<file path="src/rtl/switch_allocator.sv">
// Switch allocator: per-output round-robin arbitration of single-output requests,
// with reservations held until the owning input port relieves them.
module switch_allocator #(
  parameter int N             = 4,
  parameter int REQUEST_WIDTH = 2
) (
  input  logic                       clk,
  input  logic                       rst,
  input  logic [N-1:0]               routeReserveRequestValid,
  input  logic [N*REQUEST_WIDTH-1:0] routeReserveRequest,
  input  logic [N-1:0]               routeRelieve,
  output logic [N-1:0]               routeReserveStatus,
  output logic [N-1:0]               outputBusy,
  output logic [N*REQUEST_WIDTH-1:0] outputSelect
);

  localparam int RW = REQUEST_WIDTH;

  typedef enum logic {
    FREE     = 1'b0,
    RESERVED = 1'b1
  } out_state_e;

  out_state_e    state_q [N];
  out_state_e    state_d [N];
  logic [RW-1:0] owner_q [N];
  logic [RW-1:0] owner_d [N];
  logic [RW-1:0] ptr_q   [N];
  logic [RW-1:0] ptr_d   [N];
  logic [N-1:0]  status_q;
  logic [N-1:0]  status_d;

  logic [RW-1:0] req_idx [N];
  logic [N-1:0]  eligible;

  // A port that already owns an output, or names a nonexistent one, never competes.
  always_comb begin
    eligible = '0;
    for (int i = 0; i < N; i++) begin
      req_idx[i]  = routeReserveRequest[i*RW +: RW];
      eligible[i] = routeReserveRequestValid[i] && !status_q[i] && (int'(req_idx[i]) < N);
    end
  end

  always_comb begin : alloc
    logic found;
    int   idx;
    // NOTE: every variable gets a default before any conditional write, so no latch is inferred.
    status_d = status_q;
    found    = 1'b0;
    idx      = 0;
    for (int o = 0; o < N; o++) begin
      state_d[o] = state_q[o];
      owner_d[o] = owner_q[o];
      ptr_d[o]   = ptr_q[o];
    end

    for (int o = 0; o < N; o++) begin
      if (state_q[o] == RESERVED) begin
        // Release takes the whole edge; the output is only re-arbitrated on the next one.
        for (int p = 0; p < N; p++) begin
          if (owner_q[o] == RW'(p) && routeRelieve[p]) begin
            state_d[o]  = FREE;
            owner_d[o]  = '0;
            status_d[p] = 1'b0;
          end
        end
      end else begin
        found = 1'b0;
        for (int k = 0; k < N; k++) begin
          idx = int'(ptr_q[o]) + k;
          if (idx >= N) idx = idx - N;
          if (!found && eligible[idx] && req_idx[idx] == RW'(o)) begin
            found         = 1'b1;
            state_d[o]    = RESERVED;
            owner_d[o]    = RW'(idx);
            ptr_d[o]      = (idx == N - 1) ? '0 : RW'(idx + 1);
            status_d[idx] = 1'b1;
          end
        end
      end
    end
  end

  // NOTE: the per-output arrays are reset too, because arbitration must restart from pointer 0.
  always_ff @(posedge clk or posedge rst) begin
    if (rst) begin
      for (int o = 0; o < N; o++) begin
        state_q[o] <= FREE;
        owner_q[o] <= '0;
        ptr_q[o]   <= '0;
      end
      status_q <= '0;
    end else begin
      // NOTE: non-blocking assignments so every register samples pre-edge values.
      for (int o = 0; o < N; o++) begin
        state_q[o] <= state_d[o];
        owner_q[o] <= owner_d[o];
        ptr_q[o]   <= ptr_d[o];
      end
      status_q <= status_d;
    end
  end

  always_comb begin
    outputBusy   = '0;
    outputSelect = '0;
    for (int o = 0; o < N; o++) begin
      outputBusy[o]              = (state_q[o] == RESERVED);
      outputSelect[o*RW +: RW]   = owner_q[o];
    end
  end

  assign routeReserveStatus = status_q;

endmodule

</file>
<file path="config.mk">
export PLATFORM = sky130hd
export DESIGN_NAME = switch_allocator
export DESIGN_NICKNAME = d
export VERILOG_FILES = /design/src/rtl/switch_allocator.sv
export SDC_FILE = /design/constraint.sdc
export NUM_CORES = 1
export LEC_CHECK = 0
export ABC_CLOCK_PERIOD_IN_PS = 3100
export CAP_MARGIN = 20
export CORE_UTILIZATION = 45
export DETAILED_ROUTE_END_ITERATION = 8
export PLACE_DENSITY = 0.67
export SETUP_SLACK_MARGIN = 0.2
export SLEW_MARGIN = 40
export SYNTH_ARGS = -nofsm -noshare
export SYNTH_HDL_FRONTEND = slang
export SYNTH_SLANG_ARGS = --single-unit
</file>
<file path="constraint.sdc">
create_clock -name clk -period 3.1 [get_ports clk]
set_input_delay 0.93 -clock clk [delete_from_list [all_inputs] [get_ports clk]]
set_output_delay 0.93 -clock clk [all_outputs]
set_load 0.005 [all_outputs]
</file>
==> flow_metrics.tcl, run 1 <==
set metrics [dict create \
    worstMarginPinSlew_ns 0.523 \
    synth_top_cells_by_area "sky130_fd_sc_hd__dfrtp_1 17%, sky130_fd_sc_hd__mux4_2 7.8%, sky130_fd_sc_hd__ha_1 6.5%" \
    postCtsHoldBufs 0 \
    fin_hold_ws_ns 0.632 \
    status "finished clean" \
    primary_ff_master_synth "sky130_fd_sc_hd__dfrtp_1" \
    pin_count 34 \
    grt_setup_unrepaired "no" \
    totalNegativeSetupSlack_ns 0 \
    share_clk_of_total_power_pct 7.9 \
    filler_instances 642 \
    synth_top_area_share_pct 17.4 \
    core_area_um2 7330 \
    syn2layout_area_growth_pct 28.8 \
    worstSetupStartpointType "input pin" \
    netlist_area_um2 3460 \
    lkg_pwr_nw 1.85 \
    fp.dieH_um 89.7 \
    post_dp_cell_area_um2 4320 \
    synth_top_cell_by_area "sky130_fd_sc_hd__dfrtp_1" \
    synth_xor_area_share_pct 1.01 \
    power.switching_fraction_pct 48.3 \
    synthDistinctLibCells 74 \
    fraction_of_power_consumed_by_combinational_cells_pct 71.9 \
    finish.utilization_pct 60.8 \
    cp_data_required_time_ns 3.25 \
    share_of_layout_cells_above_drive_strength_1_pct 25.9 \
    tritoncts_clock_tree "built" \
    timing.final.max_slew_violations 0 \
    seqPwrFrac_pct 20.2 \
    cellPowerDensity_nw_per_um2 821 \
    synth_edf_count 0 \
    track_usage_pct 28.0 \
    core.rowCount 31 \
    clock_tree.root_cell "sky130_fd_sc_hd__clkbuf_8" \
    drv.max_cap_violation_count 0 \
    place_congestion 0.874 \
    ys_top_cells_by_count "37 x sky130_fd_sc_hd__nand2_1, 32 x sky130_fd_sc_hd__nor2_1, 31 x sky130_fd_sc_hd__a21oi_1" \
    port_buffers 33 \
    hold_viol 0 \
    peakVddDrop_v 0.000440 \
    yosys_register_bits 24 \
    grt_max_degree 25 \
    layout.nets 542 \
    period_share_pct 91.4 \
    layout.cell_area.non_filler_um2 4460 \
    dieArea_um2 8040 \
    clock_path_buffers 2 \
    tritoncts.num_buffers 3 \
    worst_ep_arrival_ns 2.99 \
    worst-setup-path-type "input pin to register" \
    h_tree_lvls 1 \
    synth_most_common_cell "sky130_fd_sc_hd__nand2_1" \
    first_pass_grt_wire_length_um 17400 \
    switchingPower_mw 1.77 \
    clock_skew_ns 0.00925 \
    clkSlewWorstSetupHoldPaths_ns 0.09 \
    synth_compound_area_share_pct 27.5 \
    antenna_found_initial 0 \
    postSynthAreaPerCell_um2 8.18 \
    synthesis.nets 459 \
    synth_sequential_area_ratio_pct 17.4 \
    first_global_vias 3514 \
    synthesized_area_fraction_occupied_by_and_or_nand_nor_cells_pct 30.7 \
    drt_first_iter_violations 345 \
    num_antenna_cells 0 \
    detailed_route_via_count 3902 \
    synthesis.yosys.warnings 0 \
    dp.final_hpwl_um 8350 \
    clock_latency_of_the_later_clocked_register_in_the_worst_skew_pair_ns 0.28 \
    muxShareOfSynthArea_pct 12.3 \
    remaining_design_rule_violation_count 0 \
    synth_top_family_by_area "simple AND/OR/NAND/NOR gates" \
    instances_no_fill 604 \
    die_w_um 89.7 \
    synth-async-reset-ratio_pct 100 \
    cts_sinks 24 \
    adder_and_majority_cell_fraction_of_the_synthesized_area_pct 6.51 \
    number_of_failing_setup_endpoints_in_the_final_timing_report 0 \
    drt_pass1_iterations 6 \
    totalPowerFinal_mw 3.66 \
    route.detailed.wl_per_inst_um 18.1 \
    drt-vias-per-instance 6.46 \
    initial_utilization_pct 47.2 \
    power.internal_mw 1.89 \
    crit_fanout 6 \
    dp_slack_ns -0.462 \
    synthCells 423 \
    ant_nets 0 \
    worst_hold_class "register to register" \
    worst_slew_margin_rel_pct 65.2 \
    route.final.wire_length_um 11000 \
    grt_overflow 0 \
    end_kind "register" \
    post-route-min-period_ns 2.83 \
    clock.fmax_mhz 353 \
    placedCellCount 597 \
    finalWorstSetupSlack_ns 0.267 \
]
==> placed cells by master, fill, tap and decap left out, drive strengths merged, types with 5 or more instances in the layout <==
cell type       n
a211oi          8
a21oi          32
a221oi          8
a22o            6
a22oi           5
a2bb2oi         5
a31oi           5
and2            9
and3            7
buf            76
clkbuf          6
clkdlybuf4s50  21
dfrtp          24
ha             18
inv            16
mux2i          11
mux4           12
nand2          37
nand3          12
nor2           32
nor2b          11
nor3           18
nor3b           5
nor4b           5
nor4bb          5
o21ai          18
o22ai          11
==> final cells by class <==
class / count / area (um2) / area share, %
Multi-Input combinational cell: 360 / 2820 / 63.2
Timing Repair Buffer: 100 / 779 / 17.5
Sequential cell: 24 / 601 / 13.5
Tap cell: 99 / 124 / 2.78
Inverter: 17 / 63.8 / 1.43
Clock buffer: 3 / 41.3 / 0.927
Clock inverter: 1 / 30.0 / 0.674
==> sequential cells by signal (all words and copies together) (netlist names) <==
name,cells
outputBusy,4
outputSelect,8
ptr_q,8
routeReserveStatus,4
==> routing by layer <==
metal | GRT usage [%] | part of all wire, % | vias to the layer above
li1 | - | - | 1830
met1 | 38.2 | 44 | 1843
met2 | 47.5 | 47 | 209
met3 | 2.10 | 6.8 | 20
met4 | 7.94 | 1.8 | 0
met5 | 0 | 0 | -
==> critical path, stage by stage <==
cell,delay (ns)
sky130_fd_sc_hd__buf_2,0.14
sky130_fd_sc_hd__nor4bb_2,0.17
sky130_fd_sc_hd__buf_4,0.18
sky130_fd_sc_hd__mux4_2,0.52
sky130_fd_sc_hd__a22o_1,0.27
sky130_fd_sc_hd__a221oi_2,0.24
sky130_fd_sc_hd__nor3_1,0.07
sky130_fd_sc_hd__or4_1,0.46
==> cell families (layout without fill, tap and decap cells) <==
group           count (synthesis)  in the layout
simple gates                  174            174
compound gates                137            137
buf+inv                        39            121
mux                            27             27
flops                          24             24
fa+ha+maj                      18             18
xor+xnor                        4              4
==> worst paths after layout <==
check	start	endpoint	slack (ns)	depth (start not counted)
hold reg to reg	outputSelect[1]	outputSelect[1]	0.63	2
max in group asynchronous	rst	ptr_q[0]	1.83	3
hold / removal	outputSelect[1]	outputSelect[1]	0.63	2
setup reg to reg	ptr_q[3]	routeReserveStatus[3]	0.36	9
min in group asynchronous	rst	outputSelect[3]	1.00	3
setup / recovery	routeReserveRequest[2]	routeReserveStatus[1]	0.27	8
==> power groups by stage <==
stage                     sequential, mW  combinational [mW]  clock (mW)
after floorplan                    0.663                1.70           0
after global placement             0.719                2.44           0
after detailed placement           0.726                2.50           0
after CTS                          0.724                2.53       0.293
after global routing               0.761                2.86       0.306
final                              0.739                2.63       0.290
==> timing repair <==
action	CTS	global route
hold endpoints to repair	0	0
endpoints found under the setup margin	20	10
setup buffers	3	0
gates resized for setup	40	32
pin swaps	10	11
Note: power is estimated with default switching activity, not from simulation.
==> run 2, diff against run 1 <==
- ABC_CLOCK_PERIOD_IN_PS: 3100 -> 2430
- SLEW_MARGIN: 40 -> not set
- clock period: 3.1 -> 2.43 ns (I/O delays scaled with it)
==> run 2 against run 1 <==
Against the previous run:
- the run now ends with setup timing left
- critical path depth rose by 1
- clock power grew 5%
- register-to-register slack worse by 0.52 ns
- setup slack lost 0.47 ns
- non-clock buffer count grew 60
- highest routed layer unchanged
- global-route usage up 1.9 points
==> flow_metrics.tcl, run 2 (synthesis gave the netlist of run 1 again) <==
set metrics [dict create \
    status "finished, violations left" \
    failed_checks "setup timing" \
    drt_first_iter_violations 316 \
    crit_fanout 5 \
    clock_tree.root_cell "sky130_fd_sc_hd__clkbuf_8" \
    fp.dieH_um 89.7 \
    multiInputGateArea_um2 3220 \
    layout.nets 602 \
    worstMarginPinSlew_ns 0.548 \
    clock_skew_ns 0.00563 \
    worst-setup-path-type "input pin to register" \
    totalNegativeSetupSlack_ns -0.855 \
    number_of_failing_setup_endpoints_in_the_final_timing_report 8 \
    drt-vias-per-instance 6.39 \
    cellPowerDensity_nw_per_um2 1010 \
    worst_hold_class "register to register" \
    initial_utilization_pct 47.2 \
    detailed_route_via_count 4243 \
    totalPowerFinal_mw 5.57 \
    antenna_found_initial 0 \
    grt_max_degree 20 \
    syn2layout_area_growth_pct 58.8 \
    placedCellCount 636 \
    layout_common_cells "104 x sky130_fd_sc_hd__buf_4, 35 x sky130_fd_sc_hd__nand2_1, 31 x sky130_fd_sc_hd__nor2_1" \
    timing.final.max_slew_violations 0 \
    track_usage_pct 29.9 \
    clock_latency_of_the_later_clocked_register_in_the_worst_skew_pair_ns 0.28 \
    port_buffers 33 \
    pin_count 34 \
    ant_nets 0 \
    route.final.wire_length_um 12500 \
    worstSetupStartpoint "routeReserveRequest[2]" \
    tritoncts_clock_tree "built" \
    dieArea_um2 8040 \
    first_global_vias 3762 \
    filler_instances 506 \
    critical_path.reg2reg.startpoint "routeReserveStatus[2]" \
    drv.max_cap_violation_count 0 \
    num_antenna_cells 0 \
    critical_hold_path_startpoint "outputSelect[6]" \
    dp.final_hpwl_um 8710 \
    tritoncts.num_buffers 3 \
    die_w_um 89.7 \
    clkSlewWorstSetupHoldPaths_ns 0.10 \
    h_tree_lvls 1 \
    end_kind "register" \
    worst_slew_margin_rel_pct 63.4 \
    lkg_pwr_nw 2.34 \
    grt_setup_unrepaired "yes" \
    core.rowCount 31 \
    route.detailed.wl_per_inst_um 18.8 \
    worst_ep_arrival_ns 2.80 \
    postCtsHoldBufs 0 \
    layout_commonest_cell "sky130_fd_sc_hd__buf_4" \
    hold_viol 0 \
    finalWorstSetupSlack_ns -0.205 \
    cts_sinks 24 \
    cp_data_required_time_ns 2.60 \
    instances_no_fill 664 \
    core_area_um2 7330 \
    grt_overflow 0 \
    finish.utilization_pct 74.9 \
    share_of_layout_cells_above_drive_strength_1_pct 43.2 \
    first_pass_grt_wire_length_um 18600 \
    drt_pass1_iterations 5 \
    remaining_design_rule_violation_count 0 \
    period_share_pct 108 \
    post-route-min-period_ns 2.64 \
    peakVddDrop_v 0.000923 \
    clock_path_buffers 2 \
    sequential_cell_area_um2 604 \
    worstSetupStartpointType "input pin" \
    place_congestion 0.973 \
    clock.fmax_mhz 379 \
]
==> run 2: cell count changes in the layout (fill, tap and decap cells not counted), sizes merged <==
cell           before  now
dlymetal6s2s        0    2
clkbuf              6    4
buf                76  139
bufinv              1    0
clkdlybuf4s50      21   19
==> run 2: critical path, cell delays in order <==
cell                       delay (ns)
sky130_fd_sc_hd__buf_8           0.11
sky130_fd_sc_hd__buf_6           0.11
sky130_fd_sc_hd__nor4b_4         0.39
sky130_fd_sc_hd__mux4_2          0.41
sky130_fd_sc_hd__nor3_2          0.08
sky130_fd_sc_hd__and2_4          0.19
sky130_fd_sc_hd__a211oi_2        0.19
sky130_fd_sc_hd__a21oi_1         0.10
sky130_fd_sc_hd__or4_1           0.50
==> run 2: area by class of cell <==
type,instances,share of cell area (%)
multi-input combinational,360,58.7
clock buffer,4,1.00
timing repair buffer,160,25.8
sequential,24,11.0
tap,99,2.26
inverter,17,1.25
==> run 2: report_power, final <==
group | switching (mW) | internal (mW)
clock | 0.159 | 0.146
sequential | 0.280 | 0.583
combinational | 2.18 | 2.22
total | 2.62 | 2.95
==> run 2: repair_timing <==
item,4_1_cts,5_1_grt
endpoints found under the setup margin,21,25
pin swaps,46,48
setup buffers,11,13
gates cloned,0,0
gates resized for setup,129,48
==> run 2: final timing paths <==
check / end / depth (start not counted) / slack (ns)
min in group asynchronous: ptr_q[3] / 2 / 0.78
worst max-delay path: routeReserveStatus[2] / 9 / -0.21
worst min register to register: outputSelect[6] / 2 / 0.65
max in group asynchronous: routeReserveStatus[1] / 3 / 1.17
worst min-delay path: outputSelect[6] / 2 / 0.65
worst max register to register: routeReserveStatus[1] / 6 / -0.16
==> run 2: per-layer routing <==
layer / wire [um] / track usage (%) / vias up
met5: 0 / 0 / -
met4: 313 / 9.67 / 0
met3: 859 / 2.38 / 30
met2: 6150 / 50.6 / 208
met1: 5170 / 40.5 / 2050
li1: - / - / 1955
==> run 2: per-stage QoR <==
stage                     setup slack, ns  cell area, um2  hold slack, ns
final                              -0.205            5490           0.651
after global routing               -0.297            5490           0.674
after CTS                          -0.182            5140           0.648
after detailed placement           -0.924            4700           0.628
after global placement             -0.879            4700           0.613
after floorplan                    -0.181            3590           0.569
==> run 3, diff against run 2 <==
- DONT_BUFFER_PORTS: not set -> 1
- PLACE_DENSITY: 0.67 -> 0.61
==> run 3 against run 2 <==
Against the previous run:
- the run still ends with setup timing left
- largest power group unchanged
- clock-buffer cell count did not move
- maximum frequency rose by 1.5%
- sequential cell count unchanged
- critical endpoint is now ptr_q[6]
- setup slack improved by 0.039 ns
- power is 8.2% lower
- global-route usage is 0.33 points higher
- final cell count down 6.8%
==> flow_metrics.tcl, run 3 (synthesis gave the netlist of run 1 again) <==
set metrics [dict create \
    critical_path_top_delay_cell "sky130_fd_sc_hd__mux4_2" \
    route.detailed.wl_per_inst_um 19.6 \
    grt_overflow 0 \
    seqPwrFrac_pct 17.4 \
    syn2layout_area_growth_pct 41.4 \
    dieArea_um2 8040 \
    worst_hold_class "input pin to async pin" \
    place_congestion 0.918 \
    status "finished, violations left" \
    worst_path_largest_cell_delay_ns 0.58 \
    num_antenna_cells 0 \
    layout.nets 557 \
    tritoncts_clock_tree "built" \
    drt_pass1_iterations 5 \
    cp_data_required_time_ns 2.61 \
    h_tree_lvls 1 \
    hold_viol 0 \
    dp_slack_ns -0.411 \
    totalPowerFinal_mw 5.12 \
    r2r_setup_slack_ns -0.15 \
    reg2regPathDepth 10 \
    worstMarginPinSlew_ns 0.558 \
    cell_repeated_most_along_the_worst_path "sky130_fd_sc_hd__buf_4" \
    initial_utilization_pct 47.2 \
    cts_sinks 24 \
    remaining_design_rule_violation_count 0 \
    core.rowCount 31 \
    clkSlewWorstSetupHoldPaths_ns 0.10 \
    drt_first_iter_violations 250 \
    crit_fanout 7 \
    clock_tree.root_cell "sky130_fd_sc_hd__clkbuf_8" \
    worst-setup-path-type "input pin to register" \
    clock_path_buffers 2 \
    timing.final.max_slew_violations 0 \
    die_w_um 89.7 \
    ant_nets 0 \
    switchingPower_mw 2.46 \
    clock.fmax_mhz 385 \
    dp.final_hpwl_um 8810 \
    drv.max_cap_violation_count 0 \
    number_of_failing_setup_endpoints_in_the_final_timing_report 12 \
    power.switching_fraction_pct 48.2 \
    share_clk_of_total_power_pct 5.8 \
    lkg_pwr_nw 2.07 \
    grt_setup_unrepaired "yes" \
    fraction_of_power_consumed_by_combinational_cells_pct 76.8 \
    period_share_pct 107 \
    fp.dieH_um 89.7 \
    route.final.wire_length_um 12100 \
    pin_count 34 \
    core_area_um2 7330 \
    placedCellCount 592 \
    end_kind "register" \
    postCtsHoldBufs 0 \
    finalWorstSetupSlack_ns -0.166 \
    critical_path_buf_inv_count 3 \
    failed_checks "setup timing" \
    worst_ep_arrival_ns 2.77 \
    first_global_vias 3738 \
    antenna_found_initial 0 \
    critical_path.top_delay_family "simple AND/OR/NAND/NOR gates" \
    peakVddDrop_v 0.000797 \
    clock_latency_of_the_later_clocked_register_in_the_worst_skew_pair_ns 0.28 \
    post-route-min-period_ns 2.60 \
    cellPowerDensity_nw_per_um2 1050 \
    worstSetupStartpointType "input pin" \
    port_buffers 0 \
    fin_hold_ws_ns 0.401 \
    layout_common_cells "101 x sky130_fd_sc_hd__buf_4, 36 x sky130_fd_sc_hd__nand2_1, 29 x sky130_fd_sc_hd__nor2_1" \
    worst_slew_margin_rel_pct 62.8 \
    drt-vias-per-instance 6.46 \
    clock_skew_ns 0.00596 \
    first_pass_grt_wire_length_um 18600 \
    tritoncts.num_buffers 3 \
    grt_max_degree 25 \
    instances_no_fill 619 \
    filler_instances 572 \
    detailed_route_via_count 3996 \
    cells_along_the_critical_path "nor4b_4 > buf_4 > mux4_2 > buf_4 > buf_6 > or4_4 > nor2b_4 > o21ai_2 > o21ai_1 > o41ai_2" \
    worst-path-stages 10 \
    layout_commonest_cell "sky130_fd_sc_hd__buf_4" \
    share_of_layout_cells_above_drive_strength_1_pct 40.6 \
    power.internal_mw 2.65 \
    track_usage_pct 30.3 \
]
## run 3: power groups by stage
stage | clock network (mW) | registers (mW) | logic, mW
2_1_floorplan | 0 | 0.854 | 2.28
6_report | 0.299 | 0.890 | 3.93
3_5_place_dp | 0 | 0.875 | 3.41
3_3_place_gp | 0 | 0.866 | 3.34
4_1_cts | 0.299 | 0.881 | 3.69
5_1_grt | 0.317 | 0.923 | 4.22
## run 3: worst reg2reg max path: cells and delay by family (launching register included)
kind	cells	cell delay (ns)
buffers and inverters	3	0.44
multiplexers	1	0.59
AND/OR/NAND/NOR	3	0.71
AO/OA/AOI/OAI	3	0.26
flip-flops	1	0.47
## run 3: layout make-up
class / instances / area, um2 / share of cell area (%)
well taps: 99 / 124 / 2.53
flip-flops and latches: 24 / 606 / 12.4
inverters: 17 / 63.8 / 1.30
clock buffers: 4 / 55.1 / 1.13
repair buffers: 115 / 916 / 18.7
multi-input cells: 360 / 3130 / 63.9
## run 3: what timing repair did
| action | 4_1_cts | 5_1_grt |
|---|---|---|
| resized for setup | 45 | 25 |
| pin swaps | 24 | 12 |
| endpoints found under the setup margin | 20 | 20 |
| setup buffers | 14 | 9 |
## run 3: path summary, 6_finish.rpt
check / startpoint / endpoint
worst max-delay path: routeReserveRequestValid[2] / ptr_q[6]
worst min-delay path: rst / ptr_q[3]
worst max register to register: routeReserveStatus[2] / ptr_q[6]
worst min register to register: ptr_q[4] / ptr_q[4]
max in group asynchronous: rst / routeReserveStatus[2]
min in group clk: ptr_q[4] / ptr_q[4]
## run 3: stage by stage
stage / setup TNS, ns / cell area [um2] / util (%)
2_1_floorplan: -0.752 / 3590 / -
3_3_place_gp: -3.80 / 4270 / 58.3
3_5_place_dp: -4.10 / 4270 / 58.3
4_1_cts: -0.249 / 4680 / 63.8
5_1_grt: -1.73 / 4890 / 66.7
6_report: -0.916 / 4890 / 66.7
## run 3: routing by layer
metal	vias up	global-route usage [%]	wire [um]	part of all wire, %
li1	1867	-	-	-
met4	0	11.0	337	2.8
met3	27	4.57	842	6.9
met2	143	49.2	5810	48
met5	-	0	0	0
met1	1959	40.8	5150	42
